**src/rtl/twiddle_sequencer.sv**
```systemverilog
// Radix-2 DIT butterfly schedule generator: walks stages and butterflies,
// fetches the twiddle from an external combinational ROM and issues valid/ready descriptors.
module twiddle_sequencer #(
  parameter int unsigned MAX_N      = 32,
  parameter int unsigned ADDR_WIDTH = $clog2(MAX_N),
  parameter int unsigned PRECISION  = 0
) (
  input  logic                  clk,
  input  logic                  rst,
  input  logic                  start,
  input  logic [ADDR_WIDTH:0]   n_points,
  output logic [ADDR_WIDTH-1:0] rom_k,
  output logic [ADDR_WIDTH:0]   rom_n,
  input  logic [15:0]           rom_twiddle,
  output logic                  bf_valid,
  input  logic                  bf_ready,
  output logic [ADDR_WIDTH-1:0] bf_addr_a,
  output logic [ADDR_WIDTH-1:0] bf_addr_b,
  output logic [15:0]           bf_twiddle,
  output logic [2:0]            bf_stage,
  output logic                  bf_last,
  output logic                  busy,
  output logic                  done,
  output logic                  err
);
  localparam int unsigned NW = ADDR_WIDTH + 1;
  localparam int unsigned SW = 3;

  typedef enum logic [1:0] {S_IDLE, S_RUN, S_FLUSH} state_e;

  state_e                state_q, state_d;
  logic [NW-1:0]         n_q, n_d;
  logic [SW-1:0]         log2n_q, log2n_d;
  logic [SW-1:0]         s_q, s_d;
  logic [ADDR_WIDTH-1:0] j_q, j_d;
  logic                  valid_q, valid_d;
  logic [ADDR_WIDTH-1:0] addr_a_q, addr_a_d;
  logic [ADDR_WIDTH-1:0] addr_b_q, addr_b_d;
  logic [15:0]           tw_q, tw_d;
  logic [SW-1:0]         stage_q, stage_d;
  logic                  last_q, last_d;
  logic                  busy_q, busy_d;
  logic                  done_q, done_d;
  logic                  err_q, err_d;

  logic [ADDR_WIDTH-1:0] half_c, pos_c, grp_c, addr_a_c, j_end_c;
  logic [SW-1:0]         s_end_c, lg_c;
  logic                  is_last_c, legal_c;
  logic [15:0]           tw_pack_c;

  // Both encodings arrive from the ROM already packed into 16 bits.
  if (PRECISION == 0) begin : g_fp4
    assign tw_pack_c = rom_twiddle;
  end else begin : g_fp8
    assign tw_pack_c = rom_twiddle;
  end

  // Butterfly geometry for the current (s, j).
  always_comb begin
    half_c    = ADDR_WIDTH'(1) << s_q;
    pos_c     = j_q & (half_c - ADDR_WIDTH'(1));
    grp_c     = j_q >> s_q;
    addr_a_c  = (grp_c << (s_q + SW'(1))) | pos_c;
    j_end_c   = ADDR_WIDTH'(n_q >> 1) - ADDR_WIDTH'(1);
    s_end_c   = log2n_q - SW'(1);
    is_last_c = (s_q == s_end_c) && (j_q == j_end_c);
  end

  // Size check: power of two between 2 and MAX_N.
  always_comb begin
    legal_c = 1'b0;
    lg_c    = '0;
    for (int i = 1; i < int'(NW); i++) begin
      if ((n_points == (NW'(1) << i)) && ((NW'(1) << i) <= NW'(MAX_N))) begin
        legal_c = 1'b1;
        lg_c    = SW'(i);
      end
    end
  end

  assign rom_k = (state_q == S_IDLE) ? '0 : (pos_c << (s_end_c - s_q));
  assign rom_n = n_q;

  always_comb begin
    state_d  = state_q;
    n_d      = n_q;
    log2n_d  = log2n_q;
    s_d      = s_q;
    j_d      = j_q;
    valid_d  = valid_q;
    addr_a_d = addr_a_q;
    addr_b_d = addr_b_q;
    tw_d     = tw_q;
    stage_d  = stage_q;
    last_d   = last_q;
    done_d   = 1'b0;
    err_d    = 1'b0;
    case (state_q)
      S_IDLE: begin
        if (start) begin
          if (legal_c) begin
            state_d = S_RUN;
            n_d     = n_points;
            log2n_d = lg_c;
            s_d     = '0;
            j_d     = '0;
          end else begin
            err_d = 1'b1;
          end
        end
      end
      S_RUN: begin
        if (!valid_q || bf_ready) begin
          valid_d  = 1'b1;
          addr_a_d = addr_a_c;
          addr_b_d = addr_a_c + half_c;
          tw_d     = tw_pack_c;
          stage_d  = s_q;
          last_d   = is_last_c;
          if (is_last_c) begin
            state_d = S_FLUSH;
          end else if (j_q == j_end_c) begin
            j_d = '0;
            s_d = s_q + SW'(1);
          end else begin
            j_d = j_q + ADDR_WIDTH'(1);
          end
        end
      end
      S_FLUSH: begin
        if (bf_ready) begin
          valid_d = 1'b0;
          last_d  = 1'b0;
          done_d  = 1'b1;
          state_d = S_IDLE;
        end
      end
      default: state_d = S_IDLE;
    endcase
    busy_d = (state_d != S_IDLE);
  end

  always_ff @(posedge clk or posedge rst) begin
    if (rst) begin
      state_q  <= S_IDLE;
      n_q      <= '0;
      log2n_q  <= '0;
      s_q      <= '0;
      j_q      <= '0;
      valid_q  <= 1'b0;
      addr_a_q <= '0;
      addr_b_q <= '0;
      tw_q     <= '0;
      stage_q  <= '0;
      last_q   <= 1'b0;
      busy_q   <= 1'b0;
      done_q   <= 1'b0;
      err_q    <= 1'b0;
    end else begin
      state_q  <= state_d;
      n_q      <= n_d;
      log2n_q  <= log2n_d;
      s_q      <= s_d;
      j_q      <= j_d;
      valid_q  <= valid_d;
      addr_a_q <= addr_a_d;
      addr_b_q <= addr_b_d;
      tw_q     <= tw_d;
      stage_q  <= stage_d;
      last_q   <= last_d;
      busy_q   <= busy_d;
      done_q   <= done_d;
      err_q    <= err_d;
    end
  end

  assign bf_valid   = valid_q;
  assign bf_addr_a  = addr_a_q;
  assign bf_addr_b  = addr_b_q;
  assign bf_twiddle = tw_q;
  assign bf_stage   = stage_q;
  assign bf_last    = last_q;
  assign busy       = busy_q;
  assign done       = done_q;
  assign err        = err_q;

endmodule
```
**config.mk**
```make
export PLATFORM = sky130hd
export DESIGN_NAME = twiddle_sequencer
export DESIGN_NICKNAME = d
export VERILOG_FILES = /design/src/rtl/twiddle_sequencer.sv
export SDC_FILE = /design/constraint.sdc
export NUM_CORES = 1
export LEC_CHECK = 0
export BUFFER_PORTS_ARGS = -buffer_cell sky130_fd_sc_hd__buf_4
export CAP_MARGIN = 20
export CORE_MARGIN = 3
export CORE_UTILIZATION = 40
export DETAILED_ROUTE_END_ITERATION = 6
export PLACE_DENSITY = 0.73
export SYNTH_ARGS = -nofsm -noshare
export SYNTH_HDL_FRONTEND = slang
export SYNTH_SLANG_ARGS = --single-unit
```
**constraint.sdc**
```tcl
create_clock -name clk -period 3 [get_ports clk]
set_input_delay 0.45 -clock clk [delete_from_list [all_inputs] [get_ports clk]]
set_output_delay 0.45 -clock clk [all_outputs]
set_load 0.005 [all_outputs]
```
Word level (Yosys, flattened, before mapping)
Index checks and enable logic that the tools add are counted.
{"block": "word_totals", "reg_bits": 53, "input_bits": 26, "out_inout_bits": 45, "elab_cells": 93}
{"block": "op_classes", "addsub": 7, "eq_ne": 15, "n_shift": 4, "n_mux": 39, "n_bitwise": 2, "n_reduce_logical": 12}
{"cell": "2-to-1 mux 5 bit", "n": 6}
{"cell": "2-to-1 mux 3 bit", "n": 9}
{"cell": "2-to-1 mux 1 bit", "n": 14}
{"cell": "inequality test 2 bit (second input constant)", "n": 6}
{"cell": "2-to-1 mux 2 bit", "n": 5}
{"cell": "case mux 5 bit (2 select lines)", "n": 1}
{"cell": "<< shifter 5 x 3 -> 5 bit", "n": 2}
{"cell": "subtractor 5 x 1 -> 5 bit (second input constant)", "n": 2}
{"cell": "equality test 6 x 2 -> 1 bit (second input constant)", "n": 1}
{"cell": "equality test 6 x 3 -> 1 bit (second input constant)", "n": 1}
{"cell": "equality test 6 x 4 -> 1 bit (second input constant)", "n": 1}
{"cell": "equality test 6 x 5 -> 1 bit (second input constant)", "n": 1}
{"cell": "equality test 6 bit (second input constant)", "n": 1}
{"cell": "case mux 2 bit (3 select lines)", "n": 1}
{"cell": "case mux 3 bit (2 select lines)", "n": 1}
{"cell": "AND reduction 3 bit", "n": 2}
{"cell": "AND reduction 6 bit", "n": 1}
{"cell": "nonzero test 2 bit", "n": 3}
{"cell": "adder 5 x 1 -> 5 bit (second input constant)", "n": 1}
{"cell": "adder 5 bit", "n": 1}
{"cell": "AND 5 bit", "n": 1}
{"cell": "equality test 5 bit", "n": 1}
{"cell": "bitwise OR 5 bit", "n": 1}
{"cell": "AND reduction 5 bit", "n": 1}
{"cell": "other kinds (14)", "n": 15}

Longest topological paths before layout
Gate-level depths: netlist of the first run.
{"block": "logic_depth", "depth_word": 10, "depth_mapped": 16, "depth_no_buf": 14}

Worst setup path after synthesis of the first run
No wires, ideal clock.
{"block": "synth_path", "path_type": "reg-to-reg", "start": "register s_q[0]", "end": "register addr_b_q[4], in the netlist bf_addr_b[4]", "setup_ns": 0.131, "arrival_time_ns": 2.832, "t_required_ns": 2.869, "setup_slack_ns": 0.038, "stages_incl_launch_ff": 17, "n_path_buf": 2, "synth_period_minus_slack_ns": 2.962, "path_cell_list": "dfrtp_1 clkbuf_1 inv_1 ha_1 clkbuf_1 nor2b_1 nand4_1 nand2_1 ha_1 inv_1 fa_1 inv_1 a21o_1 a21oi_1 xnor2_1 xnor2_1 o21ai_1"}
{"block": "synth_between", "elab_chain_cells": 5, "elab_cells_between_ends": 8, "classes_between": "3 x add/sub; 3 x shift; 2 x bitwise"}
{"element": "from (decl)", "line_no": "34", "source": "logic [SW-1:0] s_q, s_d;"}
{"element": "from (signal assigned)", "line_no": "148", "source": "s_q <= '0;"}
{"element": "from (signal assigned)", "line_no": "163", "source": "s_q <= s_d;"}
{"element": "<< shifter 1 x 3 -> 5 bit", "line_no": "60", "source": "half_c = ADDR_WIDTH'(1) << s_q;"}
{"element": "subtractor 5 x 1 -> 5 bit", "line_no": "61", "source": "pos_c = j_q & (half_c - ADDR_WIDTH'(1));"}
{"element": "AND 5 bit", "line_no": "61"}
{"element": "bitwise OR 5 bit *", "line_no": "63", "source": "addr_a_c = (grp_c << (s_q + SW'(1))) | pos_c;"}
{"element": "via addr_a_c[0]", "line_no": "46", "source": "logic [ADDR_WIDTH-1:0] half_c, pos_c, grp_c, addr_a_c, j_end_c;"}
{"element": "adder 5 bit *", "line_no": "116", "source": "addr_b_d = addr_a_c + half_c;"}
{"element": "to (signal assigned)", "line_no": "167", "source": "addr_b_q <= addr_b_d;"}
{"element": "to (decl)", "line_no": "38", "source": "logic [ADDR_WIDTH-1:0] addr_b_q, addr_b_d;"}
The timed path passes the listed nets; every way through them passes the cells marked *.
A chain may end at the register's enable or synchronous reset.

Final worst setup path of the first run
{"block": "layout_path", "start": "register s_q[0]", "end": "output rom_k[4]"}
{"block": "layout_between", "elab_chain_cells": 5, "elab_cells_between_ends": 6, "classes_between": "2 x add/sub; 2 x shift; 1 x mux; 1 x bitwise"}
{"element": "<< shifter 1 x 3 -> 5 bit", "line_no": "60"}
{"element": "subtractor 5 x 1 -> 5 bit", "line_no": "61"}
{"element": "AND 5 bit", "line_no": "61"}
{"element": "<< shifter 5 x 3 -> 5 bit *", "line_no": "81", "source": "assign rom_k = (state_q == S_IDLE) ? '0 : (pos_c << (s_end_c - s_q));"}
{"element": "2-to-1 mux 5 bit *", "line_no": "81"}
{"element": "to (decl)", "line_no": "12", "source": "output logic [ADDR_WIDTH-1:0] rom_k,"}
Mark *: on every way between the ends. The rest lies on a longest branch, timed or not.

==> results of run 1 <==
final cells by class:
cell class	instances	area share [%]
tap	99	3.207
sequential	53	34.34
timing repair buffer	81	15.74
multi-input combinational	257	42.31
clock inverter	1	0.1944
clock buffer	7	1.976
inverter	23	2.235
timing repair:
action / 4_1_cts / 5_1_grt
setup buffers: 0 / 1
setup endpoints to repair: 1 / 4
resized for setup: 1 / 9
pin swaps: 0 / 1
cloned: 0 / 0
registers in the layout (all words and copies together) (netlist names), 2 cells and up:
| register | flops |
|---|---|
| s_q | 3 |
| bf_addr_b | 5 |
| state_q | 2 |
| bf_stage | 3 |
| bf_addr_a | 5 |
| log2n_q | 3 |
| j_q | 5 |
| bf_twiddle | 16 |
| rom_n | 6 |
power breakdown:
part           switching, mW  internal (mW)
Sequential             0.232           1.02
Clock                  0.229          0.166
Combinational           1.44           1.26
cells by family after synthesis:
family	after synthesis	synth area share, %
fa+ha+maj	17	7.354
mux	6	2.101
flops	53	42.83
compound gates	74	15.80
buf+inv	43	5.697
simple gates	141	20.40
xor+xnor	19	5.818
worst max-delay path, stage by stage (launching register included):
cell	delay (ps)
dfrtp_1	400
buf_4	180
ha_1	180
inv_1	70
fa_2	530
nor3_1	250
a41oi_1	80
o32ai_1	280
buf_4	170
placed cells by master (no fill, tap or decap), drive strengths merged, types with 2 or more instances in the layout:
cell type / instances
and2: 2
nand2b: 2
nor3: 5
mux2i: 2
fa: 2
o21ai: 30
nand2: 89
dfrtp: 53
a22o: 2
a41oi: 2
nor2b: 7
mux2: 4
xor2: 10
nor2: 13
inv: 23
buf: 81
a211oi: 3
o31ai: 4
a31oi: 3
a22oi: 6
clkbuf: 7
nor4: 4
ha: 15
nor4b: 3
a21o: 4
nand3: 9
xnor2: 8
a21oi: 9
o21ba: 2
or3: 2
worst paths after layout:
check | start | end | cells after the start
setup / recovery | s_q[0]$_DFFE_PP0P_ | rom_k[4] | 8
setup reg to reg | s_q[0]$_DFFE_PP0P_ | bf_addr_b[4]$_DFFE_PP0P_ | 14
hold reg to reg | bf_twiddle[14]$_DFFE_PP0P_ | bf_twiddle[14]$_DFFE_PP0P_ | 2
hold / removal | rst | s_q[0]$_DFFE_PP0P_ | 2
max in group asynchronous | rst | err$_DFF_PP0_ | 3
min in group clk | rom_twiddle[1] | bf_twiddle[1]$_DFFE_PP0P_ | 3
metrics by stage:
step                utilization [%]  area, um2
floorplan                         -       3097
global placement              50.73       3739
detailed placement            50.73       3739
CTS                           51.90       3825
global route                  52.41       3862
finish                        52.41       3862
metal layers:
layer  vias up  global-route usage (%)  part of all wire, %
li1       1327                       -                    -
met1      1280                   22.62                   45
met4         0                   3.610                 0.75
met3         7                   3.205                  4.6
met5         -                       0                    0
met2        67                   28.80                   50
==> results.sh, run 1 <==
export IMPL_clk_pin_slew_ps=100
export IMPL_setup_viol=0
export IMPL_async_flop_share_pct=100.0
export IMPL_instances_no_fill=521
export IMPL_core_area_um2=7370
export IMPL_insertion_delay_ps=310
export IMPL_antenna_cells=0
export IMPL_regArea_um2=1326
export IMPL_worstSetupPathType="flip-flop to output port"
export IMPL_routedWlPerCell_um=14.09
export IMPL_grt_usage_pct=17.00
export IMPL_syn_area_per_cell_um2=8.773
export IMPL_clock_skew_ps=12.22
export IMPL_cts_root_buffer="clkbuf_8"
export IMPL_setup_worst_path_start_class="flip-flop"
export IMPL_crit_required_ps=2550
export IMPL_area_delta_synth_final_pct=24.73
export IMPL_cts_path_max_buffers=2
export IMPL_dp_hpwl_mm=5.597
export IMPL_synth_most_common_cell="nand2_1"
export IMPL_synth_nets=396
export IMPL_grt_overflow=0
export IMPL_fmax_ghz=0.3449
export IMPL_synth_seq_cells=53
export IMPL_ant_nets=0
export IMPL_ys_seq_area_share_pct=42.83
export IMPL_clkSinkCount=53
export IMPL_reg2reg_slack_ps=160
export IMPL_maxCapViolCount=0
export IMPL_antenna_found_initial=0
export IMPL_vias=2681
export IMPL_multi_input_area_um2=1634
export IMPL_powerDensity_nw_per_um2=1123
export IMPL_yosysWarnings=0
export IMPL_grt_max_degree=38
export IMPL_die_area_um2=8833
export IMPL_wirelength_mm=7.339
export IMPL_slew_violations=0
export IMPL_start_util_pct=42.02
export IMPL_fp_dieW_um=93.99
export IMPL_dr_pass1_iters=4
export IMPL_nets=464
export IMPL_avgViaCountPerCell=5.146
export IMPL_rows=31
export IMPL_die_h_um=93.99
export IMPL_finalCritPeriodShare_pct=96.65
export IMPL_layout_drive_gt1_share_pct=24.17
export IMPL_pre_cts_ws_ps=200.0
export IMPL_syn_instance_count=353
export IMPL_leakagePower_nw=1.910
export IMPL_hold_worst_slack_ps=150.8
export IMPL_drt_iter0_markers=115
export IMPL_ir_worst_vdd_v=0.0004574
export IMPL_worstMarginPinSlew_ps=687.0
export IMPL_worst_ep_arrival_time_ps=2450
export IMPL_finalWorstSetupSlack_ps=100.5
export IMPL_synthFlopType="dfrtp_1"
export IMPL_rsz0062_at_grt="false"
export IMPL_io_buffer_count=70
export IMPL_gp_congestion=0.9046
export IMPL_status="finished, final reports clean"
export IMPL_fin_tns_setup_ps=0
export IMPL_cts_tree="yes"
export IMPL_grt_pass1_wl_mm=12.14
export IMPL_h_tree_depth=2
export IMPL_relSlewSlack_pct=54.20
export IMPL_synth_edff_count=0
export IMPL_hold_violations=0
export IMPL_hold_class="input pin to asynchronous set/reset pin"
export IMPL_cp_max_fo=12
export IMPL_synth_area_leader_cell="dfrtp_1"
export IMPL_ys_types=52
export IMPL_synth_top_area_share_pct=42.83
export IMPL_synth_area_um2=3097
export IMPL_final_fill_count=715
export IMPL_ctsHoldBuffers=0
export IMPL_cts_made_buffers=5
export IMPL_finalPower_mw=4.339
export IMPL_synth_area_top_cells="dfrtp_1, nand2_1, ha_1"
export IMPL_num_io_pins=71
export IMPL_synth_common_cells="nand2_1, dfrtp_1, inv_1, o21ai_0, ha_1"
export IMPL_drc=0
export IMPL_min_period_ps=2900
export IMPL_grt_pass1_vias=2612
export IMPL_dp_cells=512
export IMPL_end_kind="output port"
(Power assumes the default switching activity.)
==> run 2: changes to the inputs <==
--- a/config.mk
+++ b/config.mk
@@ -5,12 +5,13 @@
 export SDC_FILE = /design/constraint.sdc
 export NUM_CORES = 1
 export LEC_CHECK = 0
+export ABC_AREA = 1
 export BUFFER_PORTS_ARGS = -buffer_cell sky130_fd_sc_hd__buf_4
 export CAP_MARGIN = 20
 export CORE_MARGIN = 3
 export CORE_UTILIZATION = 40
 export DETAILED_ROUTE_END_ITERATION = 6
-export PLACE_DENSITY = 0.73
+export PLACE_DENSITY = 0.72
 export SYNTH_ARGS = -nofsm -noshare
 export SYNTH_HDL_FRONTEND = slang
 export SYNTH_SLANG_ARGS = --single-unit
==> run 2 against run 1 <==
Net effect:
- worst setup slack improved by 120 ps
- highest routed layer unchanged
- final cell count increased by 19%
- clock-buffer cell count fell by 1
- via count increased by 11%
- sequential power down 9.6%
==> results.sh, run 2 <==
export IMPL_worst_ep_arrival_time_ps=2330
export IMPL_synth_area_leader_cell="dfrtp_1"
export IMPL_cts_path_max_buffers=2
export IMPL_final_fill_count=802
export IMPL_p_int_mw=2.030
export IMPL_async_flop_share_pct=100.0
export IMPL_min_period_ps=2784
export IMPL_instances_no_fill=619
export IMPL_finalCritPeriodShare_pct=92.79
export IMPL_power_switching_share_pct=45.01
export IMPL_final_common_cell="nand2_1"
export IMPL_synth_top_area_share_pct=39.94
export IMPL_hold_violations=0
export IMPL_wirelength_mm=7.672
export IMPL_die_h_um=97.12
export IMPL_cts_tree="yes"
export IMPL_avgViaCountPerCell=4.816
export IMPL_pwr_share_seq_pct=30.6
export IMPL_setup_worst_path_start_class="flip-flop"
export IMPL_slew_violations=0
export IMPL_antenna_cells=0
export IMPL_synth_most_common_cell="nand2_1"
export IMPL_combPwrFrac_pct=58.2
export IMPL_critPathSlowestCell="dfrtp_2"
export IMPL_synthFlopType="dfrtp_1"
export IMPL_maxCapViolCount=0
export IMPL_powerDensity_nw_per_um2=909.5
export IMPL_leakagePower_nw=2.170
export IMPL_path_delay_family="flip-flops"
export IMPL_drc=0
export IMPL_cts_root_buffer="clkbuf_8"
export IMPL_ir_worst_vdd_v=0.0004100
export IMPL_fp_dieW_um=97.12
export IMPL_status="finished, final reports clean"
export IMPL_cpPeakStageDelay_ps=450
export IMPL_final_cell_mix="nand2_1, buf_4, dfrtp_1"
export IMPL_cts_made_buffers=5
export IMPL_synth_common_cells="nand2_1, dfrtp_1, inv_1, nor2_1, nand3_1"
export IMPL_synth_edff_count=0
export IMPL_largest_register_ff_count=16
export IMPL_yosysWarnings=0
export IMPL_worstMarginPinSlew_ps=558.5
export IMPL_die_area_um2=9431
export IMPL_grt_usage_pct=17.20
export IMPL_cp_max_fo=8
export IMPL_vias=2981
export IMPL_h_tree_depth=2
export IMPL_rsz0062_at_grt="false"
export IMPL_syn_instance_count=442
export IMPL_insertion_delay_ps=310
export IMPL_dr_pass1_iters=4
export IMPL_syn_area_per_cell_um2=7.513
export IMPL_clkSinkCount=53
export IMPL_grt_max_degree=35
export IMPL_setup_viol=0
export IMPL_fin_tns_setup_ps=0
export IMPL_antenna_found_initial=0
export IMPL_layout_drive_gt1_share_pct=24.56
export IMPL_clk_pin_slew_ps=100
export IMPL_ys_seq_area_share_pct=39.94
export IMPL_grt_pass1_wl_mm=13.68
export IMPL_grt_overflow=0
export IMPL_ys_types=36
export IMPL_synth_nets=485
export IMPL_netSwitchingPower_mw=1.662
export IMPL_rows=32
export IMPL_worstSetupPathType="flip-flop to output port"
export IMPL_drt_iter0_markers=124
export IMPL_synth_area_um2=3321
export IMPL_ant_nets=0
export IMPL_ctsHoldBuffers=0
export IMPL_p_clk_share_pct=11.2
export IMPL_synth_area_top_cells="dfrtp_1, nand2_1, ha_1"
export IMPL_dp_hpwl_mm=5.904
export IMPL_num_io_pins=71
export IMPL_area_delta_synth_final_pct=22.23
export IMPL_grt_pass1_vias=2969
export IMPL_synth_seq_cells=53
export IMPL_core_area_um2=7888
export IMPL_gp_congestion=0.8467
export IMPL_hold_class="input pin to asynchronous set/reset pin"
export IMPL_io_buffer_count=70
export IMPL_finalPower_mw=3.692
export IMPL_routedWlPerCell_um=12.39
export IMPL_fmax_ghz=0.3592
export IMPL_crit_required_ps=2550
export IMPL_clock_skew_ps=6.428
export IMPL_crit_chain="inv_2, ha_1, nand2_2, ha_1, xnor2_1, nand2_1, nand2_1, o21ai_0, o21ai_1, a21oi_1, nor2_1, buf_4"
export IMPL_nets=559
export IMPL_dp_cells=610
export IMPL_start_util_pct=42.10
export IMPL_end_kind="output port"
export IMPL_path_buf_inv=2
export IMPL_relSlewSlack_pct=62.68
[run 2: cell count changes after synthesis, sizes merged, moves of 4 or more]
| cell | change |
|---|---|
| a21o | -4 |
| a22oi | -6 |
| buf | +6 |
| clkbuf | -14 |
| inv | +30 |
| mux2 | -4 |
| nand2 | +72 |
| nand3 | +23 |
| nor2 | +30 |
| nor2b | -7 |
| nor4 | -4 |
| o31ai | -4 |
[run 2: cell type report]
type	count	area, um2	area share, %
multi-input cells	324	1720	42.39
flip-flops and latches	53	1329	32.74
repair buffers	79	596.8	14.70
inverters	53	198.9	4.901
well taps	102	127.6	3.144
clock buffers	6	72.57	1.788
clock inverters	2	13.76	0.3391
[run 2: cell families after synthesis]
| group | after synthesis | share of synthesized area [%] |
|---|---|---|
| buffers and inverters | 65 | 8.327 |
| adder cells (fa/ha/maj) | 17 | 6.858 |
| AND/OR/NAND/NOR | 250 | 33.35 |
| AO/OA/AOI/OAI | 44 | 7.875 |
| XOR/XNOR | 13 | 3.655 |
| flip-flops | 53 | 39.94 |
[run 2: worst paths after layout]
check                                                from                   endpoint  slack [ps]  cells after the start
worst max-delay path                   s_q[0]$_DFFE_PP0P_                   rom_k[4]         220                     12
worst min-delay path                                  rst   bf_addr_a[3]$_DFFE_PP0P_         120                      2
worst max register to register         s_q[2]$_DFFE_PP0P_   bf_addr_b[4]$_DFFE_PP0P_         230                     13
worst min register to register  bf_twiddle[9]$_DFFE_PP0P_  bf_twiddle[9]$_DFFE_PP0P_         480                      2
max in group asynchronous                             rst         s_q[1]$_DFFE_PP0P_        2080                      3
min in group clk                           rom_twiddle[8]  bf_twiddle[8]$_DFFE_PP0P_         340                      3
[run 2: what timing repair did]
item | CTS | global route
hold endpoints to repair | 0 | 0
buffers inserted | 0 | 1
resized for setup | 0 | 8
endpoints found under the setup margin | 0 | 4
[run 2: through the flow]
stage / area (um2) / hold slack (ps) / setup slack [ps] / util (%)
final: 4059 / 122.1 / 216.3 / 51.46
after global routing: 4059 / 141.3 / 6.179 / 51.46
after CTS: 4043 / 130.9 / 90.87 / 51.25
after detailed placement: 3956 / 459.5 / 133.9 / 50.16
after global placement: 3956 / 452.5 / 262.3 / 50.16
after floorplan: 3321 / 455.0 / 302.9 / -
[run 2: power by group through the flow]
stage | Clock (mW) | Combinational (mW) | Sequential, mW
2_1_floorplan | 0 | 1.42 | 1.12
3_3_place_gp | 0 | 2.10 | 1.14
3_5_place_dp | 0 | 2.12 | 1.15
4_1_cts | 0.431 | 2.14 | 1.13
5_1_grt | 0.467 | 2.46 | 1.17
6_report | 0.415 | 2.15 | 1.13
[run 2: worst register-to-register path, stage by stage (launching register included)]
cell	delay [ps]
dfrtp_1	520
inv_2	140
ha_1	350
inv_1	80
nor2_1	210
inv_1	80
o21ai_2	160
inv_1	90
fa_1	410
o21ai_1	190
xor2_1	200
nand3_1	90
nand3_1	90
nand2_1	50
[run 2: routing by layer]
metal / track usage, % / routed length (um) / vias up
li1: - / - / 1534
met5: 0 / 0 / -
met2: 28.93 / 3689 / 75
met1: 22.69 / 3502 / 1363
met3: 3.446 / 384 / 9
met4: 4.428 / 95 / 0
